File: src/rtl/imm_pkg.sv
// Shared definitions for the immediate-generation stage: format codes,
// RV opcode values and the funct3 codes that mark immediate shifts.
package imm_pkg;

  typedef enum logic [2:0] {
    FMT_NONE  = 3'd0,
    FMT_I     = 3'd1,
    FMT_S     = 3'd2,
    FMT_B     = 3'd3,
    FMT_U     = 3'd4,
    FMT_J     = 3'd5,
    FMT_SHAMT = 3'd6
  } imm_fmt_e;

  localparam logic [6:0] OPC_LOAD      = 7'h03;
  localparam logic [6:0] OPC_OP_IMM    = 7'h13;
  localparam logic [6:0] OPC_AUIPC     = 7'h17;
  localparam logic [6:0] OPC_OP_IMM_32 = 7'h1B;
  localparam logic [6:0] OPC_STORE     = 7'h23;
  localparam logic [6:0] OPC_LUI       = 7'h37;
  localparam logic [6:0] OPC_BRANCH    = 7'h63;
  localparam logic [6:0] OPC_JALR      = 7'h67;
  localparam logic [6:0] OPC_JAL       = 7'h6F;
  localparam logic [6:0] OPC_SYSTEM    = 7'h73;

  localparam logic [2:0] F3_SLLI = 3'b001;
  localparam logic [2:0] F3_SRXI = 3'b101;

  function automatic logic is_shift_f3(input logic [2:0] f3);
    return (f3 == F3_SLLI) || (f3 == F3_SRXI);
  endfunction

endpackage

File: src/rtl/imm_decode.sv
// Purely combinational immediate decoder: picks the format from the opcode,
// extends the immediate to XLEN and forms pc + imm.
module imm_decode
  import imm_pkg::*;
#(
  parameter int XLEN       = 32,
  parameter int SHAMT_ZEXT = 1
) (
  input  logic [31:0]     inst,
  input  logic [XLEN-1:0] pc,
  output logic [XLEN-1:0] imm,
  output logic [2:0]      fmt,
  output logic [XLEN-1:0] target
);

  if (XLEN != 32 && XLEN != 64) begin : g_xlen_check
    $error("imm_decode: XLEN must be 32 or 64");
  end

  logic [6:0]      opcode;
  logic [2:0]      f3;
  logic [XLEN-1:0] imm_i, imm_s, imm_b, imm_j, imm_u, imm_sh, imm_sh32;
  imm_fmt_e        fmt_e;

  assign opcode = inst[6:0];
  assign f3     = inst[14:12];

  // Sign-extending size casts keep every format correct for both XLEN values.
  assign imm_i    = XLEN'($signed(inst[31:20]));
  assign imm_s    = XLEN'($signed({inst[31:25], inst[11:7]}));
  assign imm_b    = XLEN'($signed({inst[31], inst[7], inst[30:25], inst[11:8], 1'b0}));
  assign imm_j    = XLEN'($signed({inst[31], inst[19:12], inst[20], inst[30:21], 1'b0}));
  assign imm_u    = XLEN'($signed({inst[31:12], 12'h000}));
  assign imm_sh   = (XLEN == 64) ? XLEN'(inst[25:20]) : XLEN'(inst[24:20]);
  assign imm_sh32 = XLEN'(inst[24:20]);

  always_comb begin
    fmt_e = FMT_NONE;
    imm   = '0;
    case (opcode)
      OPC_JAL: begin
        fmt_e = FMT_J;
        imm   = imm_j;
      end
      OPC_JALR, OPC_LOAD, OPC_SYSTEM: begin
        fmt_e = FMT_I;
        imm   = imm_i;
      end
      OPC_OP_IMM: begin
        if (SHAMT_ZEXT != 0 && is_shift_f3(f3)) begin
          fmt_e = FMT_SHAMT;
          imm   = imm_sh;
        end else begin
          fmt_e = FMT_I;
          imm   = imm_i;
        end
      end
      OPC_OP_IMM_32: begin
        // The word-sized immediate ops only exist on RV64.
        if (XLEN == 64) begin
          if (SHAMT_ZEXT != 0 && is_shift_f3(f3)) begin
            fmt_e = FMT_SHAMT;
            imm   = imm_sh32;
          end else begin
            fmt_e = FMT_I;
            imm   = imm_i;
          end
        end
      end
      OPC_STORE: begin
        fmt_e = FMT_S;
        imm   = imm_s;
      end
      OPC_BRANCH: begin
        fmt_e = FMT_B;
        imm   = imm_b;
      end
      OPC_LUI, OPC_AUIPC: begin
        fmt_e = FMT_U;
        imm   = imm_u;
      end
      default: begin
        fmt_e = FMT_NONE;
        imm   = '0;
      end
    endcase
  end

  assign fmt    = fmt_e;
  assign target = pc + imm;

endmodule

File: src/rtl/imm_gen_stage.sv
// Immediate-generation pipeline stage: decodes on entry and holds results in
// a two-entry skid buffer (main drives the outputs, skid absorbs one stall).
module imm_gen_stage
  import imm_pkg::*;
#(
  parameter int XLEN       = 32,
  parameter int SHAMT_ZEXT = 1
) (
  input  logic            clk,
  input  logic            rst_n,
  input  logic            flush_i,
  input  logic            in_valid_i,
  output logic            in_ready_o,
  input  logic [31:0]     inst_i,
  input  logic [XLEN-1:0] pc_i,
  output logic            out_valid_o,
  input  logic            out_ready_i,
  output logic [XLEN-1:0] imm_o,
  output logic [2:0]      fmt_o,
  output logic [XLEN-1:0] target_o,
  output logic [XLEN-1:0] pc_o
);

  logic [XLEN-1:0] dec_imm, dec_target;
  logic [2:0]      dec_fmt;

  imm_decode #(
    .XLEN      (XLEN),
    .SHAMT_ZEXT(SHAMT_ZEXT)
  ) u_decode (
    .inst  (inst_i),
    .pc    (pc_i),
    .imm   (dec_imm),
    .fmt   (dec_fmt),
    .target(dec_target)
  );

  logic            main_valid, skid_valid;
  logic [XLEN-1:0] main_imm, main_target, main_pc;
  logic [XLEN-1:0] skid_imm, skid_target, skid_pc;
  logic [2:0]      main_fmt, skid_fmt;
  logic            main_free;

  // Main can take new data when it is empty or its entry leaves this cycle.
  assign main_free = !main_valid || out_ready_i;

  always_ff @(posedge clk) begin
    if (!rst_n) begin
      main_valid  <= 1'b0;
      skid_valid  <= 1'b0;
      main_imm    <= '0;
      main_target <= '0;
      main_pc     <= '0;
      main_fmt    <= FMT_NONE;
      skid_imm    <= '0;
      skid_target <= '0;
      skid_pc     <= '0;
      skid_fmt    <= FMT_NONE;
    end else if (flush_i) begin
      main_valid <= 1'b0;
      skid_valid <= 1'b0;
    end else if (main_free) begin
      // A held skid entry is older than anything upstream (in_ready is low).
      if (skid_valid) begin
        main_valid  <= 1'b1;
        main_imm    <= skid_imm;
        main_fmt    <= skid_fmt;
        main_target <= skid_target;
        main_pc     <= skid_pc;
        skid_valid  <= 1'b0;
      end else begin
        main_valid <= in_valid_i;
        if (in_valid_i) begin
          main_imm    <= dec_imm;
          main_fmt    <= dec_fmt;
          main_target <= dec_target;
          main_pc     <= pc_i;
        end
      end
    end else if (in_valid_i && !skid_valid) begin
      skid_valid  <= 1'b1;
      skid_imm    <= dec_imm;
      skid_fmt    <= dec_fmt;
      skid_target <= dec_target;
      skid_pc     <= pc_i;
    end
  end

  assign in_ready_o  = !skid_valid;
  assign out_valid_o = main_valid;
  assign imm_o       = main_imm;
  assign fmt_o       = main_fmt;
  assign target_o    = main_target;
  assign pc_o        = main_pc;

endmodule

File: config.mk
export PLATFORM = sky130hd
export DESIGN_NAME = imm_gen_stage
export DESIGN_NICKNAME = d
export VERILOG_FILES = /design/src/rtl/imm_pkg.sv /design/src/rtl/imm_decode.sv /design/src/rtl/imm_gen_stage.sv
export SDC_FILE = /design/constraint.sdc
export NUM_CORES = 1
export LEC_CHECK = 0
export ABC_AREA = 0
export CAP_MARGIN = 30
export CORE_UTILIZATION = 30
export DETAILED_ROUTE_END_ITERATION = 7
export PLACE_DENSITY = 0.46
export SLEW_MARGIN = 20
export SYNTH_ARGS = -nofsm -noshare
export SYNTH_HDL_FRONTEND = slang
export SYNTH_HIERARCHICAL = 1
export SYNTH_SLANG_ARGS = --single-unit
File: constraint.sdc
create_clock -name clk -period 6.4 [get_ports clk]
set_clock_uncertainty 0.15 [all_clocks]
set_input_delay 1.28 -clock clk [delete_from_list [all_inputs] [get_ports clk]]
set_output_delay 1.28 -clock clk [all_outputs]
set_load 0.02 [all_outputs]
After elaboration in Yosys (flattened, before gate mapping)
Cells that the tools add are included.
Storage, ports and cells
  output and inout bits: 101
  flip-flop bits (word level): 200
Operators by class
  eq/ne operators: 11
  multiplexer cells: 13
  bitwise logic cells: 3
  add/subtract/negate cells: 1
  reduce and logical (&&, ||, !) cells: 12
Operator list (number)
  $mux W32: 7
  $pmux W32 S6: 1
  $add A32 B32 Y32: 1
  $eq A7 B7 Y1 const B: 4
  $pmux W3 S6: 1
  $eq A7 B5 Y1 const B: 2
  $eq A7 B6 Y1 const B: 2
  $mux W3: 3
  $eq A7 B2 Y1 const B: 1
  $reduce_and A3 Y1: 2
  $reduce_or A3 Y1: 2
  $reduce_or A2 Y1: 2
  $eq A3 B1 Y1 const B: 1
  $eq A3 B3 Y1 const B: 1
  $not A1 Y1: 3
  $logic_not A1 Y1: 2
  $logic_or A1 B1 Y1: 2
  $reduce_bool A2 Y1: 1
  $logic_and A1 B1 Y1: 1
  $mux W1: 1

Longest topological paths before layout
  word-level depth: 7
  mapped depth: 19

Modules after synthesis
The synthesis kept the hierarchy.
By module, submodules not included
  imm_gen_stage: area each 8984.9 µm², instances 1, seq. area each 4003.8 µm², cells each 978
  imm_decode: area each 2228.4 µm², instances 1, seq. area each 0.0 µm², cells each 324

Worst setup path before layout
OpenSTA, ideal clock, no wires.
  path type: input-to-reg
  from: in inst_i[0]
  to: reg main_target[29], in the netlist target_o[29]
  stages on the path: 19
  setup slack: 1526 ps
  required time: 6124 ps
  arrival: 4597 ps
  cells stage by stage: and3b_1 nor2b_1 clkbuf_1 a22oi_1 nor2b_1 clkbuf_1 a21o_1 ha_1 clkbuf_1 a21o_1 a21o_1 a21oi_1 o21ai_0 a221o_1 a21oi_1 xnor2_1 mux2_2 nand2_1 mux2i_1
Between the ends
  cells in the longest elaborated chain, start to end: 6
Ends and longest elaborated chain
  start, declared: line imm_gen_stage.sv:14  | input logic [31:0] inst_i,
  $eq A7 B7 Y1, or another cell as far along: line imm_decode.sv:40  | case (opcode)
  $reduce_or A3 Y1 / $reduce_or A2 Y1 (equally long branches): line imm_decode.sv:40
  $pmux W32 S6 (*): line imm_decode.sv:40
  net dec_imm[22]: line imm_gen_stage.sv:24  | logic [XLEN-1:0] dec_imm, dec_target;
  $add A32 B32 Y32 (*): line imm_decode.sv:90  | assign target = pc + imm;
  net dec_target[29]: line imm_gen_stage.sv:24
  $mux W32 (*): line imm_gen_stage.sv:73  | if (in_valid_i) begin
  $mux W32 (*): line imm_gen_stage.sv:64  | if (skid_valid) begin
  end signal, assigned: line imm_gen_stage.sv:68  | main_target <= skid_target;
  end signal, assigned: line imm_gen_stage.sv:76  | main_target <= dec_target;
  end, declared: line imm_gen_stage.sv:39  | logic [XLEN-1:0] main_imm, main_target, main_pc;
The timed path passes the listed nets; every way through them passes the cells marked *. The select of a mux whose other input is x is not followed.
A chain may end at the register's enable or synchronous reset.

Worst setup path in the final report
  from: in inst_i[3]
  to: reg main_target[19], in the netlist target_o[19]
Same word-level chain as after synthesis.

==> results_dict.tcl <==
set metrics [dict create \
    p_leak_nw 5.56 \
    syn-num-nets 1403 \
    syn_to_final_growth_pct 23.6 \
    total_power_w 0.00285 \
    syn_inst 1302 \
    first_pass_iters 5 \
    path_buf_inv 3 \
    die_w_um 195 \
    synth_ff_type "dfxtp_1" \
    synth_compound_area_share_pct 8.38 \
    stdcell_count 1895 \
    h-tree-depth 4 \
    cts.sinks 200 \
    wirelength_mm 34.0 \
    fill_cells 3728 \
    max_stage_delay_ps 570 \
    crit_arrival_ps 5940 \
    hold_path.class "reg2reg" \
    r2r-start "skid_valid" \
    avgRoutedWirePerCell_um 17.9 \
    antenna_found_initial 0 \
    p_per_area_nw_per_um2 206 \
    post-dp-hpwl_mm 24.4 \
    cp_cell_sequence "clkdlybuf4s50_1 -> and3b_1 -> nor2b_1 -> buf_4 -> a21oi_1 -> o21ai_0 -> a22oi_1 -> inv_1 -> ha_1 -> a211oi_1 -> o21a_1 -> a2111oi_0 -> o31ai_1 -> o21ai_1 -> xor2_1 -> mux2_2 -> nand2_1 -> mux2i_1" \
    grt_use_total_pct 17.9 \
    fin_crit_sh_pct 89.3 \
    post_cts_buffers 0 \
    worstMarginPinSlew_ps 904 \
    worstHoldStart "skid_target[15]" \
    drc_errors 0 \
    grt_max_degree 139 \
    synth_area_um2 11200 \
    worstPathMaxFanout 7 \
    clock-root-buffer "clkbuf_16" \
    cts_tree "built" \
    port_buffers 169 \
    rsz0062_at_grt "no" \
    numCtsBuffers 17 \
    outcome "complete, no violations" \
    crit_path_end_kind "flip-flop" \
    clk_latency_ps 450 \
    critPathKind "in2reg" \
    crit_slowest_cell "o31ai_1" \
    clk_pin_slew_ps 70 \
    num_vias 9259 \
    peakVddDrop_v 0.000180 \
    start_util_pct 30.6 \
    synth_cell_types 65 \
    ys_seq_elements 200 \
    fp-row-count 70 \
    wl_met1_mm 17.0 \
    yosysWarnings 6 \
    drv_cap 0 \
    route.met3.wl_mm 1.06 \
    wl_met2_mm 15.6 \
    crit_path_start "inst_i[3]" \
    gp_congestion 0.821 \
    tns_ps 0 \
    die_area_um2 38200 \
    final_nets 1515 \
    setup_viol 0 \
    critPathRequiredTime_ps 6630 \
    fp.dieH_um 195 \
    max-slew-margin-rel_pct 39.7 \
    fmax_mhz 175 \
    fin_crit_ps 5720 \
    io_pins 170 \
    vias_per_cell 4.89 \
    synth-simple-area-share_pct 18.5 \
    start_kind "input pin" \
    grt_pass1_vias 9006 \
    slew_viol_final 0 \
    diodes 0 \
    avgSynthCellArea_um2 8.61 \
    synthAdderAreaFrac_pct 3.64 \
    drt_iter0_drc 552 \
    r2r_slack_ps 3640 \
    seq_area_frac_synth_pct 35.7 \
    cpLargestDelayFamily "compound AO/OA/AOI/OAI gates" \
    synth_xor_xnor_area_share_pct 2.11 \
    grt_first_pass_wirelength_mm 52.6 \
    top_layer_used "met4" \
    drive_gt1_share_pct 11.0 \
    async_flop_share_pct 0 \
    cts_buffer_depth 2 \
    core_um2 36700 \
    synth.area.mux_share_pct 27.8 \
    synth_top_family_by_area "multiplexers" \
    hold_buffers 0 \
    ant_nets 0 \
    hold_viol 0 \
    cts_resized 0 \
    overflow 0 \
    dpl.cell_count 1863 \
    synth_edf_count 0 \
]
sequential cells by signal, indices dropped and copies added, names as in the netlist, 3 cells and up:
register	cells
fmt_o	3
imm_o	32
pc_o	32
skid_fmt	3
skid_imm	32
skid_pc	32
skid_target	32
target_o	32
cells by family after synthesis:
| group | Yosys count |
|---|---|
| adders and majority gates | 32 |
| buffers and inverters | 100 |
| xor gates and xnor gates | 27 |
| DFF | 200 |
| AOI/OAI and AO/OA | 134 |
| and+or+nand+nor | 510 |
| muxes | 299 |
cells in the mapped netlist (14+ instances only):
library cell,number,area share [%]
o21ai_0,19,0.85
a21oi_1,34,1.5
dfxtp_1,200,36
buf_2,28,1.2
nor2_1,23,0.77
nand3_1,14,0.62
mux2i_1,199,18
clkbuf_1,53,1.8
a21o_1,24,1.6
nor2b_1,14,0.78
ha_1,31,3.5
mux2_2,100,10
xnor2_1,17,1.3
nand2_1,422,14
worst paths after layout:
path / cells past startpoint / end
max: 18 / target_o[19]
min: 2 / skid_target[15]
max reg2reg: 4 / target_o[18]
min reg2reg: 2 / skid_target[15]
worst reg2reg max path: cells and delay by family (launching register included):
family	cells	cell delay, ps
mux	1	340
buf+inv	1	350
flops	1	870
simple gates	2	930
layout by cell type (no fill, tap or decap), drive strengths merged, types with 3 or more instances in the layout:
| cell | netlist | layout |
|---|---|---|
| a211oi | 4 | 4 |
| a21o | 24 | 24 |
| a21oi | 36 | 36 |
| a22o | 3 | 3 |
| a31oi | 3 | 3 |
| buf | 37 | 15 |
| clkbuf | 53 | 18 |
| clkdlybuf4s50 | 0 | 168 |
| clkinv | 0 | 4 |
| clkinvlp | 0 | 3 |
| dfxtp | 200 | 200 |
| ha | 31 | 31 |
| inv | 10 | 15 |
| mux2 | 100 | 100 |
| mux2i | 199 | 199 |
| nand2 | 422 | 422 |
| nand2b | 7 | 7 |
| nand3 | 14 | 14 |
| nand4 | 6 | 6 |
| nor2 | 23 | 23 |
| nor2b | 14 | 14 |
| nor3 | 11 | 11 |
| o211ai | 6 | 6 |
| o21a | 5 | 5 |
| o21ai | 22 | 22 |
| o31ai | 3 | 3 |
| xnor2 | 17 | 17 |
| xor2 | 10 | 10 |
layout make-up:
type	instances	area [µm²]	share of cell area (%)
multi-input combinational	1002	6780	48.9
sequential	200	4010	28.9
timing repair buffer	183	1850	13.4
tap	468	586	4.23
clock buffer	18	429	3.10
clock inverter	14	164	1.18
inverter	10	37.5	0.271
metrics by stage:
stage / util (%) / worst slack, ps / hold WS, ps / area (µm²)
CTS: 37.8 / 737 / 308 / 13900
global route: 37.8 / 404 / 322 / 13900
finish: 37.8 / 684 / 306 / 13900
global placement: 36.1 / 151 / 288 / 13300
floorplan: - / 1530 / 281 / 11200
detailed placement: 36.1 / 266 / 296 / 13300
power by group:
group	total (W)	switching [W]	internal, W
Sequential	0.00129	0.0000175	0.00127
Clock	0.00112	0.000534	0.000587
Combinational	0.000443	0.000249	0.000195
per-layer routing:
metal | global-route usage, % | up-vias
met3 | 2.87 | 17
met2 | 29.1 | 160
met5 | 0 | -
met1 | 24.5 | 4422
met4 | 4.55 | 0
li1 | - | 4660
(Power assumes the default switching activity.)
